### config.mk
export PLATFORM = sky130hd
export DESIGN_NAME = uart_tx
export DESIGN_NICKNAME = d
export VERILOG_FILES = /design/src/rtl/uart_pkg.sv /design/src/rtl/adder_n.sv /design/src/rtl/comparator_eq.sv /design/src/rtl/shift_register_piso.sv /design/src/rtl/uart_tx.sv
export SDC_FILE = /design/constraint.sdc
export NUM_CORES = 1
export LEC_CHECK = 0
export BUFFER_PORTS_ARGS = -buffer_cell sky130_fd_sc_hd__buf_2
export CORE_MARGIN = 2
export CORE_UTILIZATION = 44
export CTS_BUF_LIST = sky130_fd_sc_hd__clkbuf_8
export DETAILED_ROUTE_END_ITERATION = 12
export HOLD_SLACK_MARGIN = 0.03
export PLACE_DENSITY = 0.66
export SLEW_MARGIN = 25
export SYNTH_ARGS = -nofsm -noshare
export SYNTH_HDL_FRONTEND = slang
export SYNTH_SLANG_ARGS = --single-unit
### constraint.sdc
create_clock -name clk -period 1.5 [get_ports clk]
set_input_delay 0.15 -clock clk [delete_from_list [all_inputs] [get_ports clk]]
set_output_delay 0.15 -clock clk [all_outputs]
set_load 0.01 [all_outputs]
### src/rtl/uart_pkg.sv
// Shared types and helpers for the UART transmitter slice.
package uart_pkg;

  typedef enum logic [2:0] {
    S_IDLE   = 3'd0,
    S_WAIT   = 3'd1,
    S_START  = 3'd2,
    S_DATA   = 3'd3,
    S_PARITY = 3'd4,
    S_STOP   = 3'd5
  } uart_tx_state_t;

  localparam int PARITY_NONE   = 32'd0;
  localparam int PARITY_EVEN   = 32'd1;
  localparam int PARITY_ODD    = 32'd2;
  localparam int MAX_DATA_BITS = 32'd9;

  // Even parity is the XOR of the payload; odd parity inverts it.
  function automatic logic calc_parity(input logic [MAX_DATA_BITS-1:0] data,
                                       input logic odd);
    return (^data) ^ odd;
  endfunction

endpackage

### src/rtl/adder_n.sv
// N-bit ripple-carry adder; carry-out is discarded.
module adder_n #(
  parameter int N = 4
) (
  input  logic [N-1:0] a,
  input  logic [N-1:0] b,
  output logic [N-1:0] sum
);

  logic carry_s;

  // Ripple the carry from LSB to MSB.
  always_comb begin
    carry_s = 1'b0;
    sum     = {N{1'b0}};
    for (int i = 0; i < N; i++) begin
      sum[i]  = a[i] ^ b[i] ^ carry_s;
      carry_s = (a[i] & b[i]) | (carry_s & (a[i] ^ b[i]));
    end
  end

endmodule

### src/rtl/comparator_eq.sv
// N-bit equality comparator.
module comparator_eq #(
  parameter int N = 4
) (
  input  logic [N-1:0] a,
  input  logic [N-1:0] b,
  output logic         eq
);

  assign eq = ~|(a ^ b);

endmodule

### src/rtl/shift_register_piso.sv
// Parallel-in serial-out right shift register; load wins over shift.
module shift_register_piso #(
  parameter int N = 8
) (
  input  logic         clk,
  input  logic         rst_n,
  input  logic         load,
  input  logic         shift,
  input  logic [N-1:0] d,
  output logic         q_lsb
);

  logic [N-1:0] q_r;

  // Load the payload or shift it toward bit 0, zero-filling from the top.
  always_ff @(posedge clk or negedge rst_n) begin
    if (!rst_n) begin
      q_r <= {N{1'b0}};
    end else if (load) begin
      q_r <= d;
    end else if (shift) begin
      q_r <= {1'b0, q_r[N-1:1]};
    end else begin
      q_r <= q_r;
    end
  end

  assign q_lsb = q_r[0];

endmodule

### src/rtl/uart_tx.sv
// UART frame transmitter: start, LSB-first data, optional parity, stop bits,
// with every bit boundary paced by baud_tick.
module uart_tx
  import uart_pkg::*;
#(
  parameter int DATA_BITS = 8,
  parameter int PARITY    = 0,
  parameter int STOP_BITS = 1
) (
  input  logic                 clk,
  input  logic                 rst_n,
  input  logic                 baud_tick,
  input  logic                 tx_valid,
  input  logic [DATA_BITS-1:0] tx_data,
  output logic                 tx_ready,
  output logic                 tx,
  output logic                 busy
);

  localparam int CW = $clog2(DATA_BITS + 1);
  localparam logic [CW-1:0] CNT_ZERO   = {CW{1'b0}};
  localparam logic [CW-1:0] CNT_ONE    = {{(CW-1){1'b0}}, 1'b1};
  localparam logic [CW-1:0] DATA_LAST  = CW'(DATA_BITS - 1);
  localparam logic [CW-1:0] STOP_LAST  = CW'(STOP_BITS - 1);
  localparam logic          HAS_PARITY = (PARITY != PARITY_NONE);
  localparam logic          ODD_PARITY = (PARITY == PARITY_ODD);

  uart_tx_state_t           state_r;
  logic                     tx_r;
  logic                     tx_ready_r;
  logic                     busy_r;
  logic                     parity_r;
  logic [CW-1:0]            bit_cnt_r;
  logic [CW-1:0]            stop_cnt_r;
  logic [CW-1:0]            bit_cnt_inc_s;
  logic [CW-1:0]            stop_cnt_inc_s;
  logic                     bit_last_s;
  logic                     stop_last_s;
  logic                     load_s;
  logic                     shift_s;
  logic                     shift_lsb_s;
  logic [MAX_DATA_BITS-1:0] data_ext_s;

  // tx_ready_r is high only in S_IDLE, so this is the accepting handshake.
  assign load_s = tx_valid & tx_ready_r;

  adder_n #(.N(CW)) u_bit_inc (.a(bit_cnt_r), .b(CNT_ONE), .sum(bit_cnt_inc_s));
  adder_n #(.N(CW)) u_stop_inc (.a(stop_cnt_r), .b(CNT_ONE), .sum(stop_cnt_inc_s));
  comparator_eq #(.N(CW)) u_bit_last (.a(bit_cnt_r), .b(DATA_LAST), .eq(bit_last_s));
  comparator_eq #(.N(CW)) u_stop_last (.a(stop_cnt_r), .b(STOP_LAST), .eq(stop_last_s));

  shift_register_piso #(.N(DATA_BITS)) u_shift (
    .clk   (clk),
    .rst_n (rst_n),
    .load  (load_s),
    .shift (shift_s),
    .d     (tx_data),
    .q_lsb (shift_lsb_s)
  );

  // Zero-extend the payload for parity and shift only while sending data bits.
  always_comb begin
    data_ext_s                = {MAX_DATA_BITS{1'b0}};
    data_ext_s[DATA_BITS-1:0] = tx_data;
    case (state_r)
      S_DATA:  shift_s = baud_tick;
      default: shift_s = 1'b0;
    endcase
  end

  // Frame sequencer; tx reflects the state held before this edge.
  always_ff @(posedge clk or negedge rst_n) begin
    if (!rst_n) begin
      state_r    <= S_IDLE;
      tx_r       <= 1'b1;
      tx_ready_r <= 1'b1;
      busy_r     <= 1'b0;
      parity_r   <= 1'b0;
      bit_cnt_r  <= CNT_ZERO;
      stop_cnt_r <= CNT_ZERO;
    end else begin
      case (state_r)
        S_START:  tx_r <= 1'b0;
        S_DATA:   tx_r <= shift_lsb_s;
        S_PARITY: tx_r <= parity_r;
        default:  tx_r <= 1'b1;
      endcase

      case (state_r)
        S_IDLE: begin
          if (load_s) begin
            state_r    <= S_WAIT;
            tx_ready_r <= 1'b0;
            busy_r     <= 1'b1;
            parity_r   <= calc_parity(data_ext_s, ODD_PARITY);
          end
        end
        S_WAIT: begin
          if (baud_tick) state_r <= S_START;
        end
        S_START: begin
          if (baud_tick) begin
            state_r   <= S_DATA;
            bit_cnt_r <= CNT_ZERO;
          end
        end
        S_DATA: begin
          if (baud_tick) begin
            bit_cnt_r <= bit_cnt_inc_s;
            if (bit_last_s) begin
              state_r    <= HAS_PARITY ? S_PARITY : S_STOP;
              stop_cnt_r <= CNT_ZERO;
            end
          end
        end
        S_PARITY: begin
          if (baud_tick) begin
            state_r    <= S_STOP;
            stop_cnt_r <= CNT_ZERO;
          end
        end
        S_STOP: begin
          if (baud_tick) begin
            if (stop_last_s) begin
              state_r    <= S_IDLE;
              tx_ready_r <= 1'b1;
              busy_r     <= 1'b0;
            end else begin
              stop_cnt_r <= stop_cnt_inc_s;
            end
          end
        end
        default: begin
          state_r    <= S_IDLE;
          tx_ready_r <= 1'b1;
          busy_r     <= 1'b0;
        end
      endcase
    end
  end

  assign tx       = tx_r;
  assign tx_ready = tx_ready_r;
  assign busy     = busy_r;

endmodule

After elaboration in Yosys (flattened, before gate mapping)
Index checks and enable logic that the tools add are counted.

word-level totals
  output and inout bits = 3
  flip-flop bits (word level) = 23
  bits of input ports = 12

cells by class
  mux-type cells = 29
  reductions and logical operators = 13
  bitwise logic cells = 15
  equal/unequal tests = 14

operators with widths
  kind                count
  $mux 3              8
  $mux 4              6
  $pmux 3 s6          1
  $mux 8              2
  $ne 2x2->1 const B  8
  $pmux 4 s3          1
  $reduce_or 4->1     3
  $pmux 1 s3          3
  $reduce_xor 9->1    1
  $pmux 4 s2          1
  $reduce_and 8->1    1
  $mux 1              7
  $eq 3x2->1 const B  2
  $eq 3x3->1 const B  2
  $reduce_and 6->1    1
  $xor 1x1->1         6
  $and 1x1->1         5
  $reduce_and 4->1    1
  $reduce_bool 2->1   2
  $eq 3x1->1 const B  1
  $logic_not 3->1     1
  $not 1->1           3
  $not 3->3           1
  $reduce_and 3->1    1
  3 further kinds     3

Longest topological paths before layout
  word-level depth = 6
  depth in mapped cells = 6
  gate-level depth less buffers = 6

Cells and area by module
A second synthesis with hierarchy kept.

second synthesis, totals
  cells, all modules = 135
  area total of the unflattened synthesis = 1468.9 um^2

by module, submodules not included
  module               area an instance (um^2)  cells an instance  times used  seq. area each (um^2)
  uart_tx              852.1                    83                 1           377.9
  shift_register_piso  369.1                    34                 1           200.2
  adder_n              76.3                     4                  2           0.0
  comparator_eq        47.5                     5                  2           0.0

Worst setup path after synthesis
Ideal clock, no wire load.

  path kind = reg2reg
  start = register stop_cnt_r[0]
  end = register stop_cnt_r[2]
  cell stages (with the launch flop) = 7
  library setup time = 0.126 ns
  data arrival time = 1.216 ns
  slack = 0.158 ns
  path buffers = 0
  cells stage by stage = dfrtp_1 > inv_1 > ha_1 > nand4bb_1 > a32o_4 > nand3_1 > o21ai_0

on the way
  longest elaborated chain between the ends = 5
  elaborated cells on any way between the ends = 8
  classes of those cells = 1 x eq/ne; 3 x mux; 2 x bitwise; 2 x reduce/logical

ends and longest elaborated chain
  item                    RTL line        source
  from (decl)             uart_tx.sv:34   logic [CW-1:0] stop_cnt_r;
  from (signal assigned)  uart_tx.sv:129  stop_cnt_r <= stop_cnt_inc_s;
  $and 1x1->1             adder_n.sv:18   carry_s = (a[i] & b[i]) | (carry_s & (a[i] ^ b[i]));
  $xor 1x1->1             adder_n.sv:17   sum[i] = a[i] ^ b[i] ^ carry_s;
  $mux 4                  uart_tx.sv:124  if (stop_last_s) begin
  $mux 4                  uart_tx.sv:123  if (baud_tick) begin
  $pmux 4 s3              uart_tx.sv:89   case (state_r)

Parallel ways exist; a longest one is shown, timed or not. The select of a mux whose other input is x is not followed.
A chain may end at the register's enable or synchronous reset.

Worst setup path in the final report
  start = register stop_cnt_r[1]
  end = register stop_cnt_r[1]

on the way
  longest elaborated chain between the ends = 4
  elaborated cells on any way between the ends = 7
  classes of those cells = 1 x eq/ne; 3 x mux; 1 x bitwise; 2 x reduce/logical

ends and longest elaborated chain
  item         RTL line
  $xor 1x1->1  adder_n.sv:17
  $mux 4       uart_tx.sv:124
  $mux 4       uart_tx.sv:123
  $pmux 4 s3   uart_tx.sv:89

Parallel ways exist; a longest one is shown, timed or not. The select of a mux whose other input is x is not followed.

==> out/qor.yml <==
cts.clk_slew.worst_paths_ps: 80
rrSetupSlack_ps: 50
die_area_sq_um: 3400
grt_pass1_vias: 972
cts-root-buf: "clkbuf_8"
post-synth-top-count-cell: "dfrtp_1"
synth_edf_count: 0
synth_area_sq_um: 1300
grt_max_degree: 24
synth_seq_cells: 23
worstSetupPathDepth: 6
r2r_cells: 6
grt_usage: 0.171
nNetsFinal: 164
antennaDiodeCount: 0
syn_nets: 143
cap_violations: 0
coreArea_sq_um: 2780
htreeDepth: 1
grt.overflow.total: 0
die_h_um: 58.3
crit_fanout: 7
p_leak_uw: 0.000667
via_per_inst: 5.52
place_ws_ps: -5.27
io_pins: 15
wl_per_cell_um: 14.0
synthArstFlopShare: 1.00
drive_above_1_share: 0.295
critPathMaxStageDelay_ps: 380
io_buffers: 14
antenna_found_initial: 0
synth_top_area_share: 0.405
place_inst: 170
cts.sinks: 23
ys_warn_count: 0
peakVddDrop_uv: 799
startpoint_type: "register"
crit_path_end: "stop_cnt_r[1]"
numCtsBuffers: 3
worstSetupStartpoint: "stop_cnt_r[1]"
synth.avg_cell_area_sq_um: 10.3
crit_type: "register to register"
clock_latency_ps: 260
slowest_stage: "dfrtp_1"
period_minus_slack_ps: 1450
stdcell_count: 177
firstDrtPassIters: 4
fin_crit_sh: 0.966
critPathRequiredTime_ps: 1640
grt_pass1_wl_um: 4420
yosysTopAreaCell: "dfrtp_1"
worstPathCellList: "inv_1, ha_4, nand4bb_1, a32o_4, nand3_1, o21ai_0"
start_util: 0.467
worst_clock_skew_ps: 3.45
synth.area.top_cells: "dfrtp_1 40%, mux2i_1 6.2%, ha_1 4.8%, xnor2_1 4.7%, dfstp_2 4.0%"
first_iter_violations: 31
drc: 0
drt-total-wl_um: 2470
via_count: 977
fin_ws_ps: 50.6
worstMarginPinSlew_ps: 519
setup_violations: 0
syn_inst: 126
antenna_left: 0
multi_input_area_sq_um: 683
crit_arrival_ps: 1590
p_per_area_nw_per_um2: 1410
clock.fmax_mhz: 690
tritoncts: "yes"
hp-class: "input pin to register"
crit_buf_inv: 1
slew_headroom: 0.654
regToRegEndpoint: "stop_cnt_r[1]"
synth_ff_type: "dfrtp_1"
timing.rr.start: "stop_cnt_r[1]"
yosysUniqueCellTypes: 35
register_area_sq_um: 578
synthTopCellsByCount: "21 x dfrtp_1, 12 x nor2_1, 10 x a21oi_1"
status: "finished, final reports clean"
gp_congestion: 0.735
end_kind: "register"
rows: 19
hold_violations: 0
area_growth_pct: 14.1
cts_buffer_depth: 2
synth.yosys.seq_area_share: 0.445
critical_path.top_delay_family: "compound AO/OA/AOI/OAI gates"
fill_cells: 257
die_width_um: 58.3
dpl.hpwl_um: 1790
finalMaxSlewViolations: 0
[state kept, by name, indices dropped and copies added, names as in the netlist]
signal / flops
u_shift.q_r: 8
bit_cnt_r: 4
stop_cnt_r: 4
state_r: 3
busy: 1
parity_r: 1
tx: 1
tx_ready: 1
[final cells by class]
class,count,share of cell area
timing repair buffer,20,0.0794
sequential,23,0.390
inverter,5,0.0127
clock inverter,1,0.00253
multi-input combinational,94,0.461
clock buffer,3,0.0279
tap,31,0.0262
[worst min path at each step]
stage                     startpoint              to  slack, ps  cells after the start
after floorplan                rst_n    bit_cnt_r[0]       -150                      0
after global placement         rst_n    bit_cnt_r[3]        160                      1
after detailed placement       rst_n    bit_cnt_r[3]        160                      1
after CTS                 tx_data[7]  u_shift.q_r[7]        170                      3
after global routing      tx_data[7]  u_shift.q_r[7]        190                      3
final                     tx_data[7]  u_shift.q_r[7]        180                      3
[kinds of logic after synthesis]
kind of cell,synth area share
AOI/OAI and AO/OA,0.183
adders and majority gates,0.0482
buffers and inverters,0.0414
xor gates and xnor gates,0.0472
muxes,0.0617
DFF,0.445
and+or+nand+nor,0.173
[worst register-to-register path: cells and delay by family (launching register included)]
kind,cells,cell delay (ps)
simple gates,2,220
compound gates,2,470
flops,1,380
fa+ha+maj,1,150
buf+inv,1,120
[through the flow]
stage	total power, uW	hold WS (ps)	area, sq um	TNS [ps]	util
after floorplan	1480	-146	1300	0	-
after global placement	1620	161	1400	0	0.502
after detailed placement	1670	157	1400	-5.27	0.502
after CTS	2050	171	1450	0	0.521
after global routing	2300	194	1480	-55.5	0.533
final	2080	177	1480	0	0.533
[report_power, final]
group / switching (uW) / internal, uW
Sequential: 149 / 836
Combinational: 371 / 356
Clock: 190 / 183
Total: 709 / 1370
[layout by cell type, fill, tap and decap left out, types with 5 or more instances in the layout]
cell type / instances
xnor2_1: 7
buf_4: 5
dfrtp_1: 21
a21oi_1: 10
nor2_1: 12
o21ai_0: 7
buf_2: 14
nand2_1: 9
inv_1: 5
mux2i_1: 8
[what timing repair did]
item	CTS	global route
cloned	0	0
pin swaps	1	2
hold buffers	1	0
hold endpoints to repair	21	0
buffers inserted	0	2
resized for setup	0	6
endpoints found under the setup margin	1	4
[metal layers]
layer | share of wire | global-route usage
met5 | 0 | 0
met1 | 0.45 | 0.211
met2 | 0.50 | 0.289
met3 | 0.045 | 0.0637
met4 | 0.0024 | 0.0299
Note: power is estimated with default switching activity, not from simulation.
